`config.mk`:
```
export PLATFORM = sky130hd
export DESIGN_NAME = fetch_sequencer
export DESIGN_NICKNAME = d
export VERILOG_FILES = /design/src/rtl/fetch_sequencer.sv
export SDC_FILE = /design/constraint.sdc
export NUM_CORES = 1
export LEC_CHECK = 0
export CAP_MARGIN = 25
export CORE_AREA = 3 3 86 56
export CTS_CLUSTER_DIAMETER = 120
export CTS_CLUSTER_SIZE = 14
export DETAILED_ROUTE_END_ITERATION = 16
export DIE_AREA = 0 0 89 59
export PLACE_DENSITY = 0.86
export RECOVER_POWER = 50
export REMOVE_ABC_BUFFERS = 1
export SETUP_SLACK_MARGIN = 0.3
export SYNTH_ARGS = -nofsm -noshare
export SYNTH_HDL_FRONTEND = slang
export SYNTH_SLANG_ARGS = --single-unit
```
`constraint.sdc`:
```
create_clock -name clk_i -period 1.37 [get_ports clk_i]
set_clock_uncertainty 0.1 [all_clocks]
set_input_delay 0.411 -clock clk_i [delete_from_list [all_inputs] [get_ports clk_i]]
set_output_delay 0.411 -clock clk_i [all_outputs]
set_load 0.02 [all_outputs]
```
`src/rtl/fetch_sequencer.sv`:
```
// ---------------------------------------------------------------------------
// fetch_sequencer
//
// Sequences instruction fetches. It drives an external program counter
// (advance / load) and an instruction-memory request/ack handshake. It also
// handles branch and trap redirects while a memory request may still be in
// flight.
//
// States: IDLE (0), FETCH (1), HOLD (2, downstream stalled), DRAIN (3, a
// redirect happened while a request was in flight; wait for its ack and drop
// the instruction).
//
// Ports:
//   clk_i              clock
//   rst_ni             asynchronous active-low reset
//   start_i            leave IDLE and begin fetching
//   halt_i             return to IDLE once nothing is outstanding
//   stall_i            downstream cannot accept an instruction
//   branch_valid_i     branch redirect request
//   branch_target_i    branch target address
//   trap_valid_i       trap redirect request (only with FETCH_SEQUENCER_TRAP_EN)
//   pc_current_i       current program counter value
//   imem_ack_i         memory completes the outstanding request
//   imem_req_o         memory request for pc_current_i
//   fetch_valid_o      acked instruction delivered downstream
//   pc_enable_o        advance the PC by one stride
//   pc_jump_o          load the PC with pc_jump_address_o
//   pc_jump_address_o  PC load value
//   epc_o              PC captured at the last accepted trap
//   state_o            current FSM state
//
// Build option: define FETCH_SEQUENCER_TRAP_EN to honour trap_valid_i and to
// capture the trapping PC into epc_o. When it is undefined, traps are ignored
// and epc_o is tied to 0.
// ---------------------------------------------------------------------------
module fetch_sequencer #(
  parameter int               WIDTH       = 32,
  parameter logic [WIDTH-1:0] TRAP_VECTOR = 'h100
) (
  input  logic             clk_i,
  input  logic             rst_ni,
  input  logic             start_i,
  input  logic             halt_i,
  input  logic             stall_i,
  input  logic             branch_valid_i,
  input  logic [WIDTH-1:0] branch_target_i,
  input  logic             trap_valid_i,
  input  logic [WIDTH-1:0] pc_current_i,
  input  logic             imem_ack_i,
  output logic             imem_req_o,
  output logic             fetch_valid_o,
  output logic             pc_enable_o,
  output logic             pc_jump_o,
  output logic [WIDTH-1:0] pc_jump_address_o,
  output logic [WIDTH-1:0] epc_o,
  output logic [1:0]       state_o
);

  typedef enum logic [1:0] {
    ST_IDLE  = 2'd0,
    ST_FETCH = 2'd1,
    ST_HOLD  = 2'd2,
    ST_DRAIN = 2'd3
  } state_e;

  state_e           state_reg, state_next;
  logic             trap_eff;
  logic             redirect;
  logic [WIDTH-1:0] redirect_addr;
  logic             fetch_ack;

`ifdef FETCH_SEQUENCER_TRAP_EN
  assign trap_eff = trap_valid_i;
`else
  assign trap_eff = 1'b0;
  // The trap input and the PC input only matter when traps are enabled.
  logic unused_trap_inputs;
  assign unused_trap_inputs = ^{trap_valid_i, pc_current_i};
`endif

  // Trap wins over branch.
  assign redirect      = trap_eff | branch_valid_i;
  assign redirect_addr = trap_eff ? TRAP_VECTOR : branch_target_i;

  // In FETCH the request is only driven while not stalled. An ack that
  // arrives without a request is ignored.
  assign fetch_ack = imem_ack_i & ~stall_i;

  always_ff @(posedge clk_i or negedge rst_ni) begin
    if (!rst_ni) begin
      state_reg <= ST_IDLE;
    end else begin
      state_reg <= state_next;
    end
  end

  always_comb begin
    state_next        = state_reg;
    imem_req_o        = 1'b0;
    fetch_valid_o     = 1'b0;
    pc_enable_o       = 1'b0;
    pc_jump_o         = 1'b0;
    pc_jump_address_o = '0;

    unique case (state_reg)
      ST_IDLE: begin
        // Redirects are ignored here. A halt overrides a start.
        if (!halt_i && start_i) begin
          state_next = ST_FETCH;
        end
      end

      ST_FETCH: begin
        imem_req_o = ~stall_i;
        if (redirect) begin
          // If an ack arrives in the same cycle, that instruction belongs
          // to the old path, so it is dropped.
          pc_jump_o         = 1'b1;
          pc_jump_address_o = redirect_addr;
        end else if (fetch_ack) begin
          fetch_valid_o = 1'b1;
          pc_enable_o   = 1'b1;
        end

        if (!stall_i && !imem_ack_i) begin
          // The request is still in flight, so a halt must wait. A redirect
          // has to drain the stale response first.
          if (redirect) begin
            state_next = ST_DRAIN;
          end
        end else if (halt_i) begin
          state_next = ST_IDLE;
        end else if (stall_i && !redirect) begin
          state_next = ST_HOLD;
        end
      end

      ST_HOLD: begin
        if (redirect) begin
          pc_jump_o         = 1'b1;
          pc_jump_address_o = redirect_addr;
        end
        if (halt_i) begin
          state_next = ST_IDLE;
        end else if (!stall_i) begin
          state_next = ST_FETCH;
        end
      end

      ST_DRAIN: begin
        // Keep the stale request up until it is acked, and never deliver it.
        // Later redirects still load the PC, so the newest target wins.
        imem_req_o = 1'b1;
        if (redirect) begin
          pc_jump_o         = 1'b1;
          pc_jump_address_o = redirect_addr;
        end
        if (imem_ack_i) begin
          if (halt_i) begin
            state_next = ST_IDLE;
          end else if (stall_i) begin
            state_next = ST_HOLD;
          end else begin
            state_next = ST_FETCH;
          end
        end
      end

      default: state_next = ST_IDLE;
    endcase
  end

`ifdef FETCH_SEQUENCER_TRAP_EN
  logic [WIDTH-1:0] epc_reg;

  always_ff @(posedge clk_i or negedge rst_ni) begin
    if (!rst_ni) begin
      epc_reg <= '0;
    end else if (trap_eff && state_reg != ST_IDLE) begin
      epc_reg <= pc_current_i;
    end
  end

  assign epc_o = epc_reg;
`else
  assign epc_o = '0;
`endif

  assign state_o = state_reg;

endmodule

```
Word level (Yosys, flattened, before mapping):

Cells that the tools add are included.

* register bits after elaboration: 2
* latch bits: 0
* RAM bits: 0
* memory bits (read-only): 0
* input bits: 72
* memories: 0

* add/sub/neg operators: 0
* multiply operators: 0
* div/mod/pow operators: 0
* $lt $le $gt $ge: 0
* eq/ne operators: 8
* shift-type cells: 0
* multiplexer cells: 19
* bitwise logic cells: 2
* reduce and logical (&&, ||, !) cells: 10

Operators by type and width (count)
* 32-bit 2-to-1 mux: 2
* 2-bit 2-to-1 mux: 10
* 2-bit one-hot mux with 4 select lines: 1
* 3-bit inequality test, second input constant: 2
* 1-bit 2-to-1 mux: 5
* 5-bit AND reduction: 1
* 2-bit == test, second input constant: 2
* 1-bit logical NOT: 4
* 2-bit inequality test, second input constant: 2
* 4-bit inequality test, second input constant: 1
* 1-bit logical AND: 3
* 3-bit OR reduction: 1
* 2-bit by 1-bit == test with 1-bit output, second input constant: 1
* 2-bit logical NOT: 1
* 1-bit one-hot mux with 2 select lines: 1
* 1-bit bitwise AND: 1
* 1-bit NOT: 1

Depth between registers and ports, before layout:

* depth in word-level cells: 6
* mapped depth: 4

Worst setup path after synthesis:

No wires, ideal clock.

* path type: reg2out
* start point: reg state_reg[1], in the netlist state_o[1]
* end point: out pc_jump_address_o[10]
* data arrival time: 1220 ps
* slack: -361 ps
* cell stages (with the launch flop): 4
* buffers on the path: 1
* cell sequence: dfrtp_1 > o21a_1 > buf_2 > and2_1

* word-level cells in the longest chain between the ends: 3

RTL lines
* from (decl): RTL line 66 `state_e state_reg, state_next;`
* from (signal assigned): RTL line 93 `state_reg <= state_next;`
* 2-bit == test or 2-bit by 1-bit == test with 1-bit output (tied branches): RTL line 105 `unique case (state_reg)`
* 3-bit OR reduction (no source line) *
* 32-bit 2-to-1 mux *
* to (decl): RTL line 54 `output logic [WIDTH-1:0] pc_jump_address_o,`

Every way passes the cells marked *; elsewhere a longest branch is shown, timed or not.

Worst setup path after layout:

* start point: reg state_reg[1], in the netlist state_o[1]
* end point: out pc_jump_address_o[4]

The elaborated chain is that of the path after synthesis.

==> results.json <==
{
  "outcome": "finished, violations left",
  "failed_checks": "negative setup slack",
  "grt.met3_usage_pct": 1.39,
  "antenna_found_initial": 0,
  "layout.nets": 266,
  "insertion_delay_ns": 0.21,
  "core_um2": 4030,
  "use_met1_pct": 15.1,
  "drive_gt1_share_pct": 56.8,
  "synth_edf_count": 0,
  "hold_viol_final": 0,
  "place_inst": 224,
  "clock-sinks": 2,
  "max_clock_freq_ghz": 0.527,
  "busiest_layer": "met2",
  "ys_ff_latch": 2,
  "ys_seq_area_share_pct": 7.30,
  "synthFlopType": "dfrtp_1",
  "clk_pin_slew_ns": 0.03,
  "hpwl_um": 2480,
  "initial_core_util_pct": 17.0,
  "rows": 18,
  "route.detailed.drc": 0,
  "syn_avg_cell_area_um2": 7.22,
  "period_needed_ns": 1.90,
  "cts_tree": "yes",
  "grt_pass1_vias": 937,
  "yosysTopAreaCell": "buf_4",
  "yosysMostFrequentCell": "buf_4",
  "grt.total_usage_pct": 13.7,
  "synth_common_cells": "buf_4, and2_1",
  "synthesis.area_um2": 686,
  "drt-initial-drc-count": 10,
  "largest_reg_flops": 2,
  "wirelength_um": 3650,
  "final-setup-viol-count": 40,
  "die_w_um": 89,
  "drv_slew": 0,
  "fin_total_pwr_mw": 2.49,
  "port_buffers": 76,
  "routed_via_density": 3.76,
  "dp_slack_ns": -1.15,
  "yosysWarnings": 0,
  "antenna_left": 0,
  "cap_viol_max_count": 0,
  "synth_cell_type_count": 21,
  "dr.pass1.iters": 2,
  "h-tree-depth": 1,
  "rsz0062_at_grt": "yes",
  "cellLeakagePower_nw": 0.921,
  "required_ns": 0.86,
  "diodes": 0,
  "die_area_um2": 5250,
  "grt_pass1_wl_um": 5230,
  "cp_data_arrival_time_ns": 1.39,
  "place_area_um2": 1430,
  "grt_overflow": 0,
  "startpoint_type": "flop",
  "final_area_um2": 1900,
  "clock-root-buffer": "clkbuf_8",
  "grt_max_degree": 9,
  "cts-buffers-inserted": 3,
  "dr_total_vias": 909,
  "crit_type": "flop to output pin",
  "synthCells": 95,
  "synth_top_area_share_pct": 36.1,
  "io_pins": 142,
  "hold_class": "input port to asynchronous set/reset pin",
  "whs_ns": 0.342,
  "pwr_density_cell_nw_per_um2": 1310,
  "instances_no_fill": 242,
  "wl_per_cell_um": 15.1,
  "timing.final.crit_share_pct": 139,
  "crit_fanout": 8,
  "die_h_um": 59,
  "met2_usage_pct": 26.4,
  "crit_path_end_kind": "output pin",
  "globalplace.congestion": 0.839,
  "setup_ws_ns": -0.528,
  "async_reset_ff_share_pct": 100,
  "clockBufferDepth": 2,
  "ir_worst_vdd_v": 0.000597,
  "ys_top_cells_by_area": "buf_4, and2_1, dfrtp_1",
  "area_growth_pct": 177
}
## path summary, 6_finish.rpt
check                                        from                      to  slack (ns)  depth (start not counted)
setup / recovery           state_o[1]$_DFFE_PN0P_    pc_jump_address_o[4]       -0.53                          5
hold / removal                             rst_ni  state_o[0]$_DFFE_PN0P_        0.34                          1
setup reg to reg           state_o[0]$_DFFE_PN0P_  state_o[0]$_DFFE_PN0P_       -0.29                          8
hold reg to reg            state_o[1]$_DFFE_PN0P_  state_o[1]$_DFFE_PN0P_        0.75                          4
max in group asynchronous                  rst_ni  state_o[1]$_DFFE_PN0P_        0.70                          1
min in group clk_i                 branch_valid_i  state_o[1]$_DFFE_PN0P_        0.55                          4
## per-stage QoR
stage,util (%),setup TNS (ns)
2_1_floorplan,-,-19.78
6_report,47.1,-19.02
5_1_grt,47.1,-20.28
3_5_place_dp,35.5,-40.98
4_1_cts,45.1,-18.79
3_3_place_gp,35.5,-40.71
## layout make-up
cell class / count / area, um2
clock buffer: 3 / 41.3
fill: 394 / 2130
inverter: 3 / 13.8
multi-input combinational: 84 / 606
sequential: 2 / 50.0
tap: 50 / 62.6
timing repair buffer: 100 / 1130
## cell usage in the layout, fill, tap and decap left out
cell type and n:
buf_6 48, clkdlybuf4s50_1 34, and2_4 32, conb_1 32, buf_4 7, buf_16 4
clkbuf_8 3, nor2_1 2, nor3b_1 2, a21oi_1 2, dlygate4sd2_1 2, buf_8 2
dfrtp_1 2, o21a_4 1, inv_2 1, inv_4 1, a21oi_2 1, and4_4 1
nor2b_1 1, nand2_1 1, nor4b_4 1, a211oi_2 1, mux2_4 1, and4bb_1 1
and3b_1 1, a211oi_1 1, inv_1 1, o22ai_4 1, nor3b_2 1, o2bb2ai_2 1
buf_2 1, dlygate4sd3_1 1, buf_12 1
## repair_timing
item,CTS,global route
resized for setup,285,13
cloned,4,0
hold buffers,0,0
endpoints found under the hold margin,0,0
setup endpoints to repair,40,40
buffers inserted,9,2
pin swaps,38,5
## cells by family (layout without fill, tap and decap cells)
| kind of cell | after synthesis | count (layout) | synth area share, % |
|---|---|---|---|
| AND/OR/NAND/NOR | 43 | 43 | 40.7 |
| buffers and inverters | 40 | 106 | 41.6 |
| AO/OA/AOI/OAI | 8 | 8 | 7.66 |
| flip-flops | 2 | 2 | 7.30 |
| other | 1 | 32 | 0.547 |
| multiplexers | 1 | 1 | 2.19 |
## layer usage
layer  vias to the layer above  routed length, um  part of all wire, %
met1                       453               1200                   33
li1                        435                  -                    -
met4                         0                 76                  2.1
met5                         -                  0                    0
met3                         8                 46                  1.3
met2                        13               2340                   64
## critical path, stage by stage, from the launching register on
cell,delay (ns)
dfrtp_1,0.39
o21a_4,0.25
buf_8,0.14
buf_16,0.13
and2_4,0.13
buf_6,0.12
## power by group
part           switching, mW  internal (mW)  total (mW)
logic                  0.897           1.26        2.16
registers             0.0217         0.0807       0.102
clock network         0.0427          0.185       0.228
No activity file was read; power rests on OpenSTA's default activity.
